$ cat src/rtl/uart_mmio_fifo.sv
// Memory-mapped UART buffer: RX/TX FIFOs, sticky overflow flags and occupancy
// counts behind a 4-register CPU window with registered read data.
module uart_mmio_fifo #(
  parameter int unsigned DATA_W   = 8,
  parameter int unsigned RX_DEPTH = 8,
  parameter int unsigned TX_DEPTH = 8
) (
  input  logic              clk,
  input  logic              rst,
  input  logic              stall,
  input  logic [3:0]        addr,
  input  logic              rd_en,
  input  logic              wr_en,
  input  logic [31:0]       wdata,
  output logic [31:0]       rdata,
  input  logic [DATA_W-1:0] uart_rx_data,
  input  logic              uart_rx_valid,
  output logic [DATA_W-1:0] uart_tx_data,
  output logic              uart_tx_valid,
  input  logic              uart_tx_ready
);

  localparam int unsigned RxAw = $clog2(RX_DEPTH);
  localparam int unsigned RxCw = RxAw + 1;
  localparam int unsigned TxAw = $clog2(TX_DEPTH);
  localparam int unsigned TxCw = TxAw + 1;

  localparam logic [1:0] RegStatus = 2'd0;
  localparam logic [1:0] RegRxData = 2'd1;
  localparam logic [1:0] RegTxData = 2'd2;
  localparam logic [1:0] RegClear  = 2'd3;

  logic [DATA_W-1:0] rxMem [RX_DEPTH];
  logic [DATA_W-1:0] txMem [TX_DEPTH];

  logic [RxAw-1:0] rxRdPtrQ, rxWrPtrQ;
  logic [RxCw-1:0] rxCountQ;
  logic [TxAw-1:0] txRdPtrQ, txWrPtrQ;
  logic [TxCw-1:0] txCountQ;
  logic            rxOvfQ, txOvfQ;
  logic [31:0]     rdataQ;

  logic [1:0]  regSel;
  logic        effRd, effWr;
  logic        rxFull, rxEmpty, txFull, txEmpty;
  logic        rxPush, rxPop, txPush, txPop, txPushReq;
  logic        rxOvfSet, txOvfSet, rxOvfClr, txOvfClr;
  logic [31:0] statusWord, rdataD;
  logic        unusedBits;

  assign unusedBits = ^{addr[1:0], wdata[31:DATA_W]};

  assign regSel = addr[3:2];
  // A write wins over a simultaneous read, so the read is squashed entirely.
  assign effWr  = wr_en & ~stall;
  assign effRd  = rd_en & ~stall & ~wr_en;

  assign rxFull  = (rxCountQ == RxCw'(RX_DEPTH));
  assign rxEmpty = (rxCountQ == '0);
  assign txFull  = (txCountQ == TxCw'(TX_DEPTH));
  assign txEmpty = (txCountQ == '0);

  // Pops on an empty FIFO are ignored, which also covers push+pop on empty.
  assign rxPop    = effRd & (regSel == RegRxData) & ~rxEmpty;
  assign rxPush   = uart_rx_valid & (~rxFull | rxPop);
  assign rxOvfSet = uart_rx_valid & rxFull & ~rxPop;

  assign txPop     = ~txEmpty & uart_tx_ready;
  assign txPushReq = effWr & (regSel == RegTxData);
  assign txPush    = txPushReq & (~txFull | txPop);
  assign txOvfSet  = txPushReq & txFull & ~txPop;

  assign rxOvfClr = effWr & (regSel == RegClear) & wdata[0];
  assign txOvfClr = effWr & (regSel == RegClear) & wdata[1];

  assign uart_tx_valid = ~txEmpty;
  assign uart_tx_data  = txEmpty ? '0 : txMem[txRdPtrQ];
  assign rdata         = rdataQ;

  // Status word and read-data mux; rdata holds when there is no effective read.
  always_comb begin
    statusWord        = '0;
    statusWord[0]     = ~txFull;
    statusWord[1]     = ~rxEmpty;
    statusWord[2]     = rxOvfQ;
    statusWord[3]     = txOvfQ;
    statusWord[15:8]  = 8'(rxCountQ);
    statusWord[23:16] = 8'(txCountQ);

    rdataD = rdataQ;
    if (effRd) begin
      unique case (regSel)
        RegStatus: rdataD = statusWord;
        RegRxData: rdataD = rxPop ? 32'(rxMem[rxRdPtrQ]) : '0;
        default:   rdataD = '0;
      endcase
    end
  end

  // FIFO storage; contents deliberately survive reset.
  always_ff @(posedge clk) begin
    if (rxPush) rxMem[rxWrPtrQ] <= uart_rx_data;
    if (txPush) txMem[txWrPtrQ] <= wdata[DATA_W-1:0];
  end

  // RX pointers and occupancy.
  always_ff @(posedge clk) begin
    if (rst) begin
      rxRdPtrQ <= '0;
      rxWrPtrQ <= '0;
      rxCountQ <= '0;
    end else begin
      if (rxPush) rxWrPtrQ <= rxWrPtrQ + 1'b1;
      if (rxPop)  rxRdPtrQ <= rxRdPtrQ + 1'b1;
      if (rxPush && !rxPop)      rxCountQ <= rxCountQ + 1'b1;
      else if (!rxPush && rxPop) rxCountQ <= rxCountQ - 1'b1;
    end
  end

  // TX pointers and occupancy.
  always_ff @(posedge clk) begin
    if (rst) begin
      txRdPtrQ <= '0;
      txWrPtrQ <= '0;
      txCountQ <= '0;
    end else begin
      if (txPush) txWrPtrQ <= txWrPtrQ + 1'b1;
      if (txPop)  txRdPtrQ <= txRdPtrQ + 1'b1;
      if (txPush && !txPop)      txCountQ <= txCountQ + 1'b1;
      else if (!txPush && txPop) txCountQ <= txCountQ - 1'b1;
    end
  end

  // Sticky overflow flags; a new overflow beats a same-cycle clear.
  always_ff @(posedge clk) begin
    if (rst) begin
      rxOvfQ <= 1'b0;
      txOvfQ <= 1'b0;
    end else begin
      rxOvfQ <= rxOvfSet | (rxOvfQ & ~rxOvfClr);
      txOvfQ <= txOvfSet | (txOvfQ & ~txOvfClr);
    end
  end

  // Registered load data.
  always_ff @(posedge clk) begin
    if (rst) rdataQ <= '0;
    else     rdataQ <= rdataD;
  end

endmodule

$ cat config.mk
export PLATFORM = sky130hd
export DESIGN_NAME = uart_mmio_fifo
export DESIGN_NICKNAME = d
export VERILOG_FILES = /design/src/rtl/uart_mmio_fifo.sv
export SDC_FILE = /design/constraint.sdc
export NUM_CORES = 1
export LEC_CHECK = 0
export CAP_MARGIN = 20
export CORE_ASPECT_RATIO = 0.75
export CORE_UTILIZATION = 35
export CTS_BUF_LIST = sky130_fd_sc_hd__clkbuf_2
export DETAILED_ROUTE_END_ITERATION = 8
export GPL_ROUTABILITY_DRIVEN = 0
export PLACE_DENSITY = 0.51
export SLEW_MARGIN = 15
export SYNTH_ARGS = -nofsm -noshare
export SYNTH_HDL_FRONTEND = slang
export SYNTH_SLANG_ARGS = --single-unit
$ cat constraint.sdc
create_clock -name clk -period 3.75 [get_ports clk]
set_clock_uncertainty 0.1 [all_clocks]
set_input_delay 0.375 -clock clk [delete_from_list [all_inputs] [get_ports clk]]
set_output_delay 0.375 -clock clk [all_outputs]
set_load 0.01 [all_outputs]
==> summary.txt <==
Status -> completed
Core area -> 19,400 µm²
Logic pwr share -> 22.1%
Worst-Margin Slew -> 898 ps
Clock sink count -> 172
Switching part of the total -> 31.3%
Clk_lat worst skew -> 710 ps
IO buf count -> 49
Switch Pwr -> 1290 µW
Top Ports -> 92
Fin nets -> 581
Drt pass-1 iters -> 5
Die Y -> 124 µm
CTS tree -> yes
Synth top area cells -> edfxtp_1 55%, dfxtp_1 13%, mux4_2 10%
CTS clk-pin slew, worst paths -> 310 ps
Worst setup SP type -> flip-flop
DRT antenna net count -> 0
Setup_tns -> 0 ps
Worst Hold Depth -> 1
Final Cycle Share -> 89.1%
Synth Warn # -> 0
Post-route DRC violation count -> 0
Site Rows -> 44
Top-count cell post-synth -> edfxtp_1
Die W -> 165 µm
Reg2Reg Depth -> 10
DR vias -> 3,824
Synth Register Bits -> 172
Syn Area/Cell -> 15.6 µm²
CTS resizes -> 0
Post-CTS Setup Bufs -> 0
FFs w/ async S/R, synth -> 0%
Max incr delay on CP -> 960 ps
Global route total overflow -> 0
Clock power frac -> 23.4%
Post-synth top area cell -> edfxtp_1
Final Max Slew Viols -> 0
Sequential group share of total power -> 54.5%
Die outline area -> 20,500 µm²
Worst Hold Class -> primary input to flip-flop
Leakage Power -> 0.00262 µW
Cell internal pwr -> 2830 µW
Largest delay share family, worst path -> flip-flops
RSZ-0062 raised after global routing -> no
Post-detail-place hpwl -> 9330 µm
Area share of the largest cell type after synthesis -> 55.2%
Critical path class -> flip-flop to output pin
Crit path DAT -> 2870 ps
CP Cell Sequence -> mux4_2 -> mux2i_1 -> nor2_1 -> clkdlybuf4s50_1
CP Depth -> 4
Distinct cells, synth -> 46
Tmin final -> 3340 ps
Hold Buf Count CTS -> 0
Initial antenna violation count -> 2
Initial core utilization -> 35.8%
Vias in the first global route -> 3,843
Wirelength per Cell -> 17.7 µm
Synthesized cell area -> 6960 µm²
All-layer global routing usage -> 14.6%
H-tree levels -> 4
Critical path buffer and inverter count -> 1
Clk root buf -> clkbuf_2
Seq/Total Area, Yosys -> 67.8%
Layout area overhead -> 15.9%
Non-filler cells, final -> 785
Final Hold Violating Endpoints -> 0
Number of synthesized flops with an enable pin -> 128
Share of layout cells above drive strength 1 -> 18.6%
Max Freq -> 299 MHz
Critical path peak fanout -> 16
Max Cap Viol -> 0
Cts bufs inserted -> 17
Slew headroom -> 40.1%
Final Routed Wirelength -> 13,900 µm
Pwr Density -> 510 nW/µm²
Vias per cell -> 4.87
Gate count of the mapped netlist -> 447
Req. time, crit path -> 3270 ps
Most frequent cells after synthesis -> 128 x edfxtp_1, 44 x dfxtp_1, 38 x nor2_1, 32 x mux4_2, 24 x nand2_1
CP max stage cell -> dfxtp_1
Maximum VDD drop -> 219 µV
Element type at the critical path end -> output pin
Inst Count DP -> 752
Max clock buf depth -> 2
Initial DRC Count -> 244
Largest net degree at the start of global routing -> 20
Top_reg_cell synth -> edfxtp_1
Final number of setup-violating endpoints -> 0
First-pass GRT wire length -> 21,500 µm
## per-layer routing
metal	track usage, %	part of all wire (%)	vias to the layer above
met5	0	0	-
met3	4.10	5.0	7
met4	3.78	0.91	0
li1	-	-	1809
met2	21.9	45	94
met1	20.7	49	1914
## layout make-up
type | instances | area [µm²]
well taps | 253 | 317
diodes | 1 | 2.50
fillers | 1764 | 11400
flip-flops and latches | 172 | 4720
clock inverters | 15 | 165
repair buffers | 75 | 686
inverters | 8 | 30.0
multi-input cells | 244 | 2060
clock buffers | 17 | 85.1
## power groups by stage
| stage | Clock, µW | Sequential, µW | Combinational [µW] |
|---|---|---|---|
| after floorplan | 0 | 2250 | 593 |
| after global placement | 0 | 2280 | 900 |
| after detailed placement | 0 | 2290 | 923 |
| after CTS | 1010 | 2250 | 925 |
| after global routing | 1080 | 2260 | 1020 |
| final | 962 | 2250 | 910 |
## per-stage QoR
stage	hold slack, ps	utilization, %	area [µm²]	setup WS, ps	power (µW)
after floorplan	354	-	7020	890	2840
after global placement	342	40.2	7820	241	3180
after detailed placement	341	40.2	7820	208	3210
after CTS	139	41.5	8070	263	4180
after global routing	132	41.5	8070	183	4360
final	227	41.5	8070	408	4120
## final timing paths
kind	end	from	slack, ps
setup reg to reg	txCountQ[3]	txCountQ[0]	500
setup / recovery	uart_tx_data[3]	flip-flop	410
hold reg to reg	rdata[17]	rdata[17]	370
hold / removal	rxMem[4][6]	uart_rx_data[6]	230
## cell usage in the layout, fill, tap and decap left out, types with 5 or more instances in the layout
master and n:
edfxtp_1 128, clkdlybuf4s50_1 49, dfxtp_1 44, nor2_1 38, mux4_2 32, buf_4 26, nand2_1 24, a21oi_1 22
mux2i_1 18, clkbuf_2 17, conb_1 16, nand3_1 15, ha_1 10, inv_1 8, nor3_1 7, o21ai_0 7
inv_8 6, nand2b_1 5, xor2_1 5, xnor2_1 5
## logic make-up (layout without fill, tap and decap cells)
family,Yosys count,after routing,share of synthesized area (%)
buffers and inverters,46,115,3.58
and+or+nand+nor,111,111,7.89
other,1,17,0.0538
AOI/OAI and AO/OA,43,43,3.76
muxes,52,52,13.3
xor gates and xnor gates,10,10,1.26
adders and majority gates,12,12,2.37
DFF,172,172,67.8
## sequential cells by signal (all words and copies together), names as in the netlist, named ones only
signal    cells
txCountQ      4
rdata        16
txOvfQ        1
txWrPtrQ      3
rxOvfQ        1
rxWrPtrQ      3
rxCountQ      4
rxMem        64
rxRdPtrQ      3
txRdPtrQ      3
txMem        64
No activity file was read; power rests on OpenSTA's default activity.
